`src/rtl/isolde_instr_batch_buffer_if.sv`:
```
// Fetch-side and decoder-side signals of the ISOLDE instruction batch buffer.
// The slave modport is the buffer; the master modport is the fetch/decode environment.
interface isolde_instr_batch_buffer_if #(
    parameter int unsigned DEPTH = 8
);
    localparam int unsigned CNT_W = $clog2(DEPTH) + 1;

    logic                word_valid_i;
    logic [31:0]         word_i;
    logic                word_ready_o;
    logic [4:0][31:0]    batch_o;
    logic [2:0]          batch_len_o;
    logic                batch_valid_o;
    logic                batch_illegal_o;
    logic                batch_pop_i;
    logic [CNT_W-1:0]    count_o;

    modport master (
        output word_valid_i, word_i, batch_pop_i,
        input  word_ready_o, batch_o, batch_len_o, batch_valid_o, batch_illegal_o, count_o
    );

    modport slave (
        input  word_valid_i, word_i, batch_pop_i,
        output word_ready_o, batch_o, batch_len_o, batch_valid_o, batch_illegal_o, count_o
    );
endinterface

```
`src/rtl/isolde_instr_batch_buffer.sv`:
```
// Circular word FIFO that presents whole variable-length ISOLDE instructions to the decoder.
// Optional macro ISOLDE_BATCH_PERF_EN adds stall_cnt_o, counting fetch-starved FILLING cycles.
module isolde_instr_batch_buffer #(
    parameter int unsigned DEPTH      = 8,
    parameter logic [6:0]  ISOLDE_OPC = 7'h0B
) (
    input  logic clk_i,
    input  logic rst_ni,
    input  logic flush_i,
`ifdef ISOLDE_BATCH_PERF_EN
    output logic [31:0] stall_cnt_o,
`endif
    isolde_instr_batch_buffer_if.slave bus
);
    localparam int unsigned PTR_W = $clog2(DEPTH);
    localparam int unsigned CNT_W = PTR_W + 1;

    typedef enum logic [1:0] {EMPTY, FILLING, READY} state_e;

    logic [31:0]      mem_q [DEPTH];
    logic [PTR_W-1:0] rd_ptr_q, rd_ptr_d;
    logic [PTR_W-1:0] wr_ptr_q, wr_ptr_d;
    logic [CNT_W-1:0] count_q, count_d;
    state_e           state_q, state_d;
    logic             pop_err_q, pop_err_d;

    logic [4:0][31:0] batch;
    logic [2:0]       head_len;
    logic             head_illegal;
    logic             valid_comb;
    logic             push, pop;
    logic [CNT_W-1:0] remain;
    logic [31:0]      next_head;
    logic [2:0]       next_len;

    // Reserved length codes (5..7) decode as a single word so the decoder can pop and trap.
    function automatic logic [2:0] instr_len(input logic [31:0] w);
        logic [2:0] len;
        len = 3'd1;
        if (w[6:0] == ISOLDE_OPC && w[14:12] <= 3'd4) begin
            len = w[14:12] + 3'd1;
        end
        return len;
    endfunction

    always_comb begin
        for (int i = 0; i < 5; i++) begin
            batch[i] = '0;
            if (CNT_W'(i) < count_q) begin
                batch[i] = mem_q[rd_ptr_q + PTR_W'(i)];
            end
        end
    end

    assign head_len     = instr_len(batch[0]);
    assign head_illegal = (batch[0][6:0] == ISOLDE_OPC) && (batch[0][14:12] > 3'd4);
    assign valid_comb   = (count_q != '0) && (count_q >= CNT_W'(head_len));

    assign bus.batch_o         = batch;
    assign bus.batch_len_o     = head_len;
    assign bus.batch_illegal_o = head_illegal;
    assign bus.batch_valid_o   = (state_q == READY);
    assign bus.count_o         = count_q;
    // Ready looks only at registered occupancy; space freed by a pop is usable next cycle.
    assign bus.word_ready_o    = (count_q < CNT_W'(DEPTH)) && !flush_i;

    assign push = bus.word_valid_i && bus.word_ready_o;
    assign pop  = bus.batch_pop_i && bus.batch_valid_o && !flush_i;

    always_comb begin
        rd_ptr_d  = rd_ptr_q;
        wr_ptr_d  = wr_ptr_q;
        count_d   = count_q;
        state_d   = state_q;
        pop_err_d = pop_err_q;
        remain    = count_q;
        next_head = '0;
        next_len  = 3'd1;
        if (flush_i) begin
            rd_ptr_d = '0;
            wr_ptr_d = '0;
            count_d  = '0;
            state_d  = EMPTY;
        end else begin
            if (bus.batch_pop_i && !bus.batch_valid_o) begin
                pop_err_d = 1'b1;
            end
            if (pop) begin
                rd_ptr_d = rd_ptr_q + PTR_W'(head_len);
                remain   = count_q - CNT_W'(head_len);
            end
            if (push) begin
                wr_ptr_d = wr_ptr_q + 1'b1;
            end
            count_d = remain + CNT_W'(push);
            // When the pop drains everything, the incoming word becomes the new head.
            next_head = (remain == '0) ? bus.word_i : mem_q[rd_ptr_d];
            next_len  = instr_len(next_head);
            if (count_d == '0) begin
                state_d = EMPTY;
            end else if (count_d >= CNT_W'(next_len)) begin
                state_d = READY;
            end else begin
                state_d = FILLING;
            end
        end
    end

    always_ff @(posedge clk_i or negedge rst_ni) begin
        if (!rst_ni) begin
            rd_ptr_q  <= '0;
            wr_ptr_q  <= '0;
            count_q   <= '0;
            state_q   <= EMPTY;
            pop_err_q <= 1'b0;
        end else begin
            rd_ptr_q  <= rd_ptr_d;
            wr_ptr_q  <= wr_ptr_d;
            count_q   <= count_d;
            state_q   <= state_d;
            pop_err_q <= pop_err_d;
        end
    end

    always_ff @(posedge clk_i or negedge rst_ni) begin
        if (!rst_ni) begin
            for (int i = 0; i < DEPTH; i++) begin
                mem_q[i] <= '0;
            end
        end else if (push) begin
            mem_q[wr_ptr_q] <= bus.word_i;
        end
    end

`ifdef ISOLDE_BATCH_PERF_EN
    logic [31:0] stall_cnt_q;

    always_ff @(posedge clk_i or negedge rst_ni) begin
        if (!rst_ni) begin
            stall_cnt_q <= '0;
        end else if (flush_i) begin
            stall_cnt_q <= '0;
        end else if (state_q == FILLING && !bus.word_valid_i && stall_cnt_q != 32'hFFFF_FFFF) begin
            stall_cnt_q <= stall_cnt_q + 32'd1;
        end
    end

    assign stall_cnt_o = stall_cnt_q;
`endif

    // The registered READY state must always agree with the occupancy/length comparison.
    assert property (@(posedge clk_i) disable iff (!rst_ni) (state_q == READY) == valid_comb);
    cover property (@(posedge clk_i) disable iff (!rst_ni) pop_err_q);

endmodule

```
`src/flat_wrapper.sv`:
```
// flat-port wrapper written by rule: the top's interface ports become plain ports
module isolde_instr_batch_buffer_flat 
#(
    parameter int unsigned DEPTH      = 8,
    parameter logic [6:0]  ISOLDE_OPC = 7'h0B
)
  (clk_i, rst_ni, flush_i, bus_word_valid_i, bus_word_i, bus_batch_pop_i, bus_word_ready_o, bus_batch_o, bus_batch_len_o, bus_batch_valid_o, bus_batch_illegal_o, bus_count_o);
  isolde_instr_batch_buffer_if #(.DEPTH(DEPTH)) bus_i ();
  input  logic clk_i;
  input  logic rst_ni;
  input  logic flush_i;
  input wire logic [$bits(bus_i.word_valid_i)-1:0] bus_word_valid_i;
  input wire logic [$bits(bus_i.word_i)-1:0] bus_word_i;
  input wire logic [$bits(bus_i.batch_pop_i)-1:0] bus_batch_pop_i;
  output wire logic [$bits(bus_i.word_ready_o)-1:0] bus_word_ready_o;
  output wire logic [$bits(bus_i.batch_o)-1:0] bus_batch_o;
  output wire logic [$bits(bus_i.batch_len_o)-1:0] bus_batch_len_o;
  output wire logic [$bits(bus_i.batch_valid_o)-1:0] bus_batch_valid_o;
  output wire logic [$bits(bus_i.batch_illegal_o)-1:0] bus_batch_illegal_o;
  output wire logic [$bits(bus_i.count_o)-1:0] bus_count_o;
  assign bus_i.word_valid_i = bus_word_valid_i;
  assign bus_i.word_i = bus_word_i;
  assign bus_i.batch_pop_i = bus_batch_pop_i;
  assign bus_word_ready_o = bus_i.word_ready_o;
  assign bus_batch_o = bus_i.batch_o;
  assign bus_batch_len_o = bus_i.batch_len_o;
  assign bus_batch_valid_o = bus_i.batch_valid_o;
  assign bus_batch_illegal_o = bus_i.batch_illegal_o;
  assign bus_count_o = bus_i.count_o;
  isolde_instr_batch_buffer #(.DEPTH(DEPTH), .ISOLDE_OPC(ISOLDE_OPC)) u_core (.clk_i(clk_i), .rst_ni(rst_ni), .flush_i(flush_i), .bus(bus_i));
endmodule
```
`config.mk`:
```
export PLATFORM = sky130hd
export DESIGN_NAME = isolde_instr_batch_buffer_flat
export DESIGN_NICKNAME = d
export VERILOG_FILES = /design/src/rtl/isolde_instr_batch_buffer_if.sv /design/src/rtl/isolde_instr_batch_buffer.sv /design/src/flat_wrapper.sv
export SDC_FILE = /design/constraint.sdc
export NUM_CORES = 1
export LEC_CHECK = 0
export CORE_MARGIN = 3
export CORE_UTILIZATION = 50
export CTS_CLUSTER_SIZE = 20
export DETAILED_ROUTE_END_ITERATION = 8
export PLACE_DENSITY = 0.71
export SYNTH_ARGS = -nofsm -noshare
export SYNTH_HDL_FRONTEND = slang
export SYNTH_SLANG_ARGS = --single-unit
```
`constraint.sdc`:
```
create_clock -name clk_i -period 7.9 [get_ports clk_i]
set_clock_uncertainty 0.05 [all_clocks]
set_input_delay 2.37 -clock clk_i [delete_from_list [all_inputs] [get_ports clk_i]]
set_output_delay 2.37 -clock clk_i [all_outputs]
set_load 0.01 [all_outputs]
```
---- After elaboration in Yosys (flattened, before gate mapping) ----
Cells that the tools add are included.
word-level totals
  word-level logic and storage cells ...... 103
  register bits ........................... 268
  output and inout port bits .............. 170
cells by class
  eq/ne operators ......................... 3
  mux-type cells .......................... 41
  reductions and logical operators ........ 12
  order comparisons ....................... 18
  $add $sub $neg .......................... 10
  bitwise logic cells ..................... 7
operators by type and width
  cell                 number
  $bmux 32 s3          6
  $mux 32              16
  $bwmux 256           1
  $demux 32 s3         1
  $mux 15              3
  $ge 4x4->1 const B   7
  $not 3->4            7
  $mux 3               8
  $eq 7x4->1 const B   2
  $add 3x1->3 const B  4
  $mux 4               3
  $logic_and 1x1->1    8
  $logic_not 4->1      2
  $lt 1x4->1 const A   2
  $lt 2x4->1 const A   2
  $add 3x2->3 const B  2
  $le 3x3->1 const B   2
  $mux 2               3
  $add 4x1->4          1
  $ge 4x3->1           1
  $lt 3x4->1 const A   1
  $lt 4x1->1 const B   1
  $lt 4x4->1 const B   1
  $sub 4x3->4          1
  6 further kinds      6

---- Logic depth before layout (Yosys ltp) ----
  word-level depth ........................ 24
  mapped depth ............................ 31
  mapped depth without buffers ............ 26

---- Least setup slack after synthesis ----
OpenSTA, ideal clock, no wires.
  path type ............................... reg2reg
  start point ............................. register u_core.rd_ptr_q[1]
  end point ............................... register u_core.state_q[0]
  slack ................................... 1.753 ns
  library setup time ...................... 0.066 ns
  cell stages (with the launch flop) ...... 30
  data arrival time ....................... 6.030 ns
  period minus slack after synthesis ...... 6.147 ns
  path buffers ............................ 4
  cells stage by stage .................... dfrtp_1 -> buf_2 -> buf_1 -> inv_1 -> clkbuf_1 -> mux2i_1 -> mux2i_1 -> nor2_1 -> inv_1 -> ha_1 -> nor2_1 -> nor2_1 -> nand2_1 -> ha_1 -> inv_1 -> fa_1 -> nand2_1 -> o21ai_0 -> clkbuf_1 -> mux4_2 -> mux2_4 -> mux2i_2 -> ha_1 -> o21ai_0 -> a211o_1 -> a21bo_1 -> ha_1 -> a21o_1 -> nor2_1 -> o311a_1
between the ends
  longest elaborated chain between the ends .. 24
  elaborated cells on any way between the ends .. 34
ends and longest elaborated chain
  item                                             line                              RTL
  start, declared                                  isolde_instr_batch_buffer.sv:21   logic [PTR_W-1:0] rd_ptr_q, rd_ptr_d;
  start signal, assigned                           isolde_instr_batch_buffer.sv:117  rd_ptr_q <= rd_ptr_d;
  $not 3->4 (implied by the code) (*)              isolde_instr_batch_buffer.sv:50   batch[i] = mem_q[rd_ptr_q + PTR_W'(i)];
  $bmux 32 s3 (*)                                  isolde_instr_batch_buffer.sv:50
  $mux 32 (implied by the code) (*) (2 in series)  isolde_instr_batch_buffer.sv:50
  $mux 32 (*)                                      isolde_instr_batch_buffer.sv:49   if (CNT_W'(i) < count_q) begin
  net bus_batch_o[12]                              flat_wrapper.sv:16                output wire logic [$bits(bus_i.batch_o)-1:0] bus_batch_o;
  $le 3x3->1                                       isolde_instr_batch_buffer.sv:40   if (w[6:0] == ISOLDE_OPC && w[14:12] <= 3'd4) begin
  $logic_and 1x1->1                                isolde_instr_batch_buffer.sv:40
  $mux 3 (*)                                       isolde_instr_batch_buffer.sv:40
  net bus_batch_len_o[0]                           flat_wrapper.sv:17                output wire logic [$bits(bus_i.batch_len_o)-1:0] bus_batch_len_o;
  [... 9 more ...]                                 n/a
  $logic_and 1x1->1                                isolde_instr_batch_buffer.sv:40
  $mux 3                                           isolde_instr_batch_buffer.sv:40
  $mux 3                                           isolde_instr_batch_buffer.sv:79   if (flush_i) begin
  $ge 4x3->1                                       isolde_instr_batch_buffer.sv:101  end else if (count_d >= CNT_W'(next_len)) begin
  $mux 2                                           isolde_instr_batch_buffer.sv:101
  $mux 2 (*)                                       isolde_instr_batch_buffer.sv:99   if (count_d == '0) begin
  $mux 2 (*)                                       isolde_instr_batch_buffer.sv:79
  net u_core.state_d[0]                            isolde_instr_batch_buffer.sv:24   state_e state_q, state_d;
  end signal, assigned                             isolde_instr_batch_buffer.sv:120  state_q <= state_d;
  end, declared                                    isolde_instr_batch_buffer.sv:24
The timed path passes the listed nets; every way through them passes the cells marked *. The select of a mux whose other input is x is not followed.
A chain may end at the register's enable or synchronous reset.

---- Final worst setup path ----
  start point ............................. register u_core.rd_ptr_q[0]
  end point ............................... output bus_batch_len_o[2]
between the ends
  longest elaborated chain between the ends .. 8
  elaborated cells on any way between the ends .. 10
ends and longest elaborated chain
  item                                             line
  $not 3->4 (implied by the code) (*)              isolde_instr_batch_buffer.sv:50
  $bmux 32 s3 (*)                                  isolde_instr_batch_buffer.sv:50
  $mux 32 (implied by the code) (*) (2 in series)  isolde_instr_batch_buffer.sv:50
  $mux 32 (*)                                      isolde_instr_batch_buffer.sv:49
  $le 3x3->1 / $eq 7x4->1 (equally long branches)  isolde_instr_batch_buffer.sv:40
  $logic_and 1x1->1                                isolde_instr_batch_buffer.sv:40
  $mux 3 (*)                                       isolde_instr_batch_buffer.sv:40
  end, declared                                    flat_wrapper.sv:17
Every way passes the cells marked *; elsewhere a longest branch is shown, timed or not. The select of a mux whose other input is x is not followed.

==> results summary <==
The signed area change from the synthesized netlist to the final layout came out at 18.98%. The worst reg2reg path startpoint is u_core.rd_ptr_q[0]$_DFF_PN0_. The number of cells upsized or downsized after cts is 0.

The async set-or-reset flop fraction in the synthesized netlist is 100.0%. The post-synthesis cell type count came out at 53. The cell count of the worst hold path is 1. The routed wirelength normalized by instance count came out at 26.00 microns. The number of hold violations in the final report was 0. The transition time at the pin with the least slew margin came out at 1.077 ns.

Setup repair after global routing left no endpoint under its margin. In this run the post-CTS setup repair buffer count came out at 0. VDD sags by at most between 0.15 and 0.2 mV. The arrival time of data at the critical path endpoint is 4.33 ns. The summed instance area of the synthesized netlist is 18,900 sq um. TritonCTS built the clock tree.

For this run, the leading register cell type out of synthesis is sky130_fd_sc_hd__dfrtp_1. The maximum clock frequency is 148.1 MHz. The power density normalized to cell area came out at between 200 and 300 nW/um^2.

The critical path is of the reg -> out type. The die covers between 40,000 and 50,000 sq um. Leaving out fill and tap cells, the most frequent cells in the layout are 280 x sky130_fd_sc_hd__mux2_2, 266 x sky130_fd_sc_hd__mux2i_1, 265 x sky130_fd_sc_hd__dfrtp_1. The overall fraction of global-route tracks in use came out at between 20% and 30%. Hold repair after CTS inserted 0 buffers. In this run, the number of DRC markers left after iteration 0 of detailed routing was 1,282. The post-layout total power is approximately 0.0060 W. The part of the cycle the worst path needs is 85.49%. The die outline height is 200.4 microns. The tool flagged a number of max-cap violations equal to 0. Summed over all layers, the routed wires come to a little under 60,000 microns.

The flow ran to the end, and the final reports show no timing, DRC or antenna violations. The largest fanout on the critical path came out at 50. The number of instances in the synthesized netlist is 1,555. The required time of the critical path came out at between 5 and 6 ns. The number of synthesized flops with an enable pin came out at 0.

The kind of capture point of the worst setup path is an output port. The path with the worst hold slack has its endpoint at u_core.mem_q[111]$_DFFE_PN0P_. The initial utilization of the core area, before any placement, comes to 51.13%. The CTS root buffer is sky130_fd_sc_hd__clkbuf_16.

The DRC violation count after routing is 0. The floorplan step set the die width to between 200 and 250 microns. The logic depth of the worst register-to-register path is 28.

Summed over all cells, the static leakage comes to 8.845 nW. The initial antenna violation count came out at 2. The number of search-and-repair iterations in the first detailed-routing pass is 6.

A synthesized cell averages 12.15 sq um. The via count of the first global-routing pass came out at 14,740. The total congestion overflow came out at 0.

The number of nets in the synthesized netlist is 1,610. The final critical-path required period is ~6.8 ns. The worst hold path belongs to the class reg -> reg. The clock buffer count from CTS came out at 29. In this run the number of H-tree levels came out at 1.

The number of buffers inserted by port buffering came out at 206. Row generation in the floorplan step produced 70 rows. The residual antenna-violating net count after detailed routing came out at 0. The total count of max-transition violations in the final report is 0. The reg-to-reg critical path endpoint is u_core.state_q[1]$_DFF_PN0_. The synthesized design contains 268 register bits. The detailed-route vias per instance came out at 6.465. The ratio of cells with drive above 1 in the final layout came out at between 30% and 40%.

The normalized max-slew margin is between 20 and 30%. The clock edge transition at the registers on the reported setup and hold paths came out at ~0.060 ns. The routability congestion estimate from global placement came out at 0.8989. The register area share after synthesis is 35.49%. The wire length of the first global-routing pass came out at 88,550 microns. The number of warning messages in the yosys log came out at 0.

The most common cell after layout, fill and taps aside is sky130_fd_sc_hd__mux2_2. The via count came out at 14,420. The element type at the critical path start is a register.

After legalization and detailed placement, the total HPWL measured 37,300 microns. The total core area came out at about 37,000 sq um. The clock tree buffer depth came out at 3. The final setup TNS came out at 0 ns.

For this design, the sink count on the clock tree is 268. In this run the count of I/O pins placed on the die edge is just over 200. The total of fill cells in the finished design came out at 2,946. The setup violation total in the final timing report is 0. At the later pin of the worst-skew pair, clock insertion delay measures 0.56 ns. The largest net degree at the start of global routing is 152. The final-stage net count came out at 1,757.

Across all register-to-register paths, the minimum setup slack is between 1 and 1.5 ns. The worst min-delay path startpoint is u_core.mem_q[111]$_DFFE_PN0P_.
## Yosys cell counts, types with 4 or more instances
master	number	area (sq um)
sky130_fd_sc_hd__inv_1	13	48.80
sky130_fd_sc_hd__o21ai_0	7	35.03
sky130_fd_sc_hd__mux2_2	280	3153
sky130_fd_sc_hd__dfrtp_1	268	6706
sky130_fd_sc_hd__nor4_1	4	25.02
sky130_fd_sc_hd__mux4_2	149	3356
sky130_fd_sc_hd__clkbuf_1	59	221.5
sky130_fd_sc_hd__nand4b_1	7	61.31
sky130_fd_sc_hd__nor2_1	233	874.6
sky130_fd_sc_hd__mux2i_1	266	2663
sky130_fd_sc_hd__buf_1	62	232.7
sky130_fd_sc_hd__a21oi_1	28	140.1
sky130_fd_sc_hd__nor3_1	6	30.03
sky130_fd_sc_hd__ha_1	16	200.2
sky130_fd_sc_hd__or2_2	4	25.02
sky130_fd_sc_hd__nand2_1	19	71.32
sky130_fd_sc_hd__nor2b_1	9	56.30
sky130_fd_sc_hd__xnor2_1	4	35.03
sky130_fd_sc_hd__a211oi_1	23	172.7
sky130_fd_sc_hd__xor2_1	5	43.79
sky130_fd_sc_hd__o22ai_1	42	262.8
## registers in the layout, indices dropped and copies added (netlist names)
register	count
u_core.wr_ptr_q	3
u_core.state_q	2
u_core.bus.count_o	4
u_core.mem_q	256
u_core.rd_ptr_q	3
## worst max-delay path, cell delays in order, from the launching register on
cell and delay, ns:
sky130_fd_sc_hd__dfrtp_4 0.97, sky130_fd_sc_hd__buf_4 0.37, sky130_fd_sc_hd__mux2i_1 0.29, sky130_fd_sc_hd__mux2i_1 0.15
sky130_fd_sc_hd__mux2i_1 0.32, sky130_fd_sc_hd__nor2_1 0.16, sky130_fd_sc_hd__ha_1 0.24, sky130_fd_sc_hd__nor4b_1 0.37
sky130_fd_sc_hd__o221ai_2 0.20, sky130_fd_sc_hd__inv_1 0.15, sky130_fd_sc_hd__clkdlybuf4s50_1 0.55
## power breakdown
| group | leakage (nW) | internal, W | switching, W |
|---|---|---|---|
| clock | 0.493 | 0.000835 | 0.000586 |
| combinational | 4.82 | 0.00136 | 0.00110 |
| sequential | 3.53 | 0.00168 | 0.000400 |
| total | 8.84 | 0.00387 | 0.00209 |
## worst max path at each step
stage	from	endpoint	slack, ns	cells after the start
6_report	u_core.rd_ptr_q[0]$_DFF_PN0_	bus_batch_len_o[2]	1.15	10
3_5_place_dp	u_core.rd_ptr_q[0]$_DFF_PN0_	u_core.state_q[0]$_DFF_PN0_	1.50	28
3_3_place_gp	flush_i	u_core.state_q[0]$_DFF_PN0_	1.57	17
2_1_floorplan	u_core.rd_ptr_q[1]$_DFF_PN0_	u_core.state_q[0]$_DFF_PN0_	1.75	29
4_1_cts	u_core.rd_ptr_q[0]$_DFF_PN0_	bus_batch_o[114]	1.10	7
5_1_grt	u_core.rd_ptr_q[0]$_DFF_PN0_	bus_batch_o[109]	0.85	7
## per-stage QoR
stage / cell area, sq um / hold WS, ns / cells / worst slack [ns] / utilization (%)
after floorplan: 18900 / 0.4584 / 1555 / 1.753 / -
after global placement: 21480 / 0.4722 / 2175 / 1.571 / 58.12
after detailed placement: 21480 / 0.4875 / 2175 / 1.504 / 58.12
after CTS: 22480 / 0.5009 / 2229 / 1.103 / 60.82
after global routing: 22480 / 0.5178 / 2229 / 0.8511 / 60.82
final: 22480 / 0.5010 / 2231 / 1.146 / 60.83
## routing by layer
metal	GRT usage, %	routed length, microns
met1	39.12	24230
met2	44.34	26900
met3	6.355	5229
met4	7.654	1646
met5	0	0
## cell families after synthesis
logic type | after synthesis | share of synthesized area [%]
multiplexers | 698 | 48.77
AO/OA/AOI/OAI | 113 | 3.834
adder cells (fa/ha/maj) | 18 | 1.271
AND/OR/NAND/NOR | 306 | 7.012
flip-flops | 268 | 35.49
XOR/XNOR | 10 | 0.5628
buffers and inverters | 142 | 3.066
## layout make-up
class	count	area [sq um]	area share [%]
Sequential cell	268	6715	29.87
Clock buffer	38	829.5	3.690
Antenna cell	2	5.005	0.02226
Inverter	14	60.06	0.2671
Timing Repair Buffer	244	2365	10.52
Multi-Input combinational cell	1145	11710	52.09
Tap cell	504	630.6	2.805
Clock inverter	16	166.4	0.7402
Note: power is estimated with default switching activity, not from simulation.
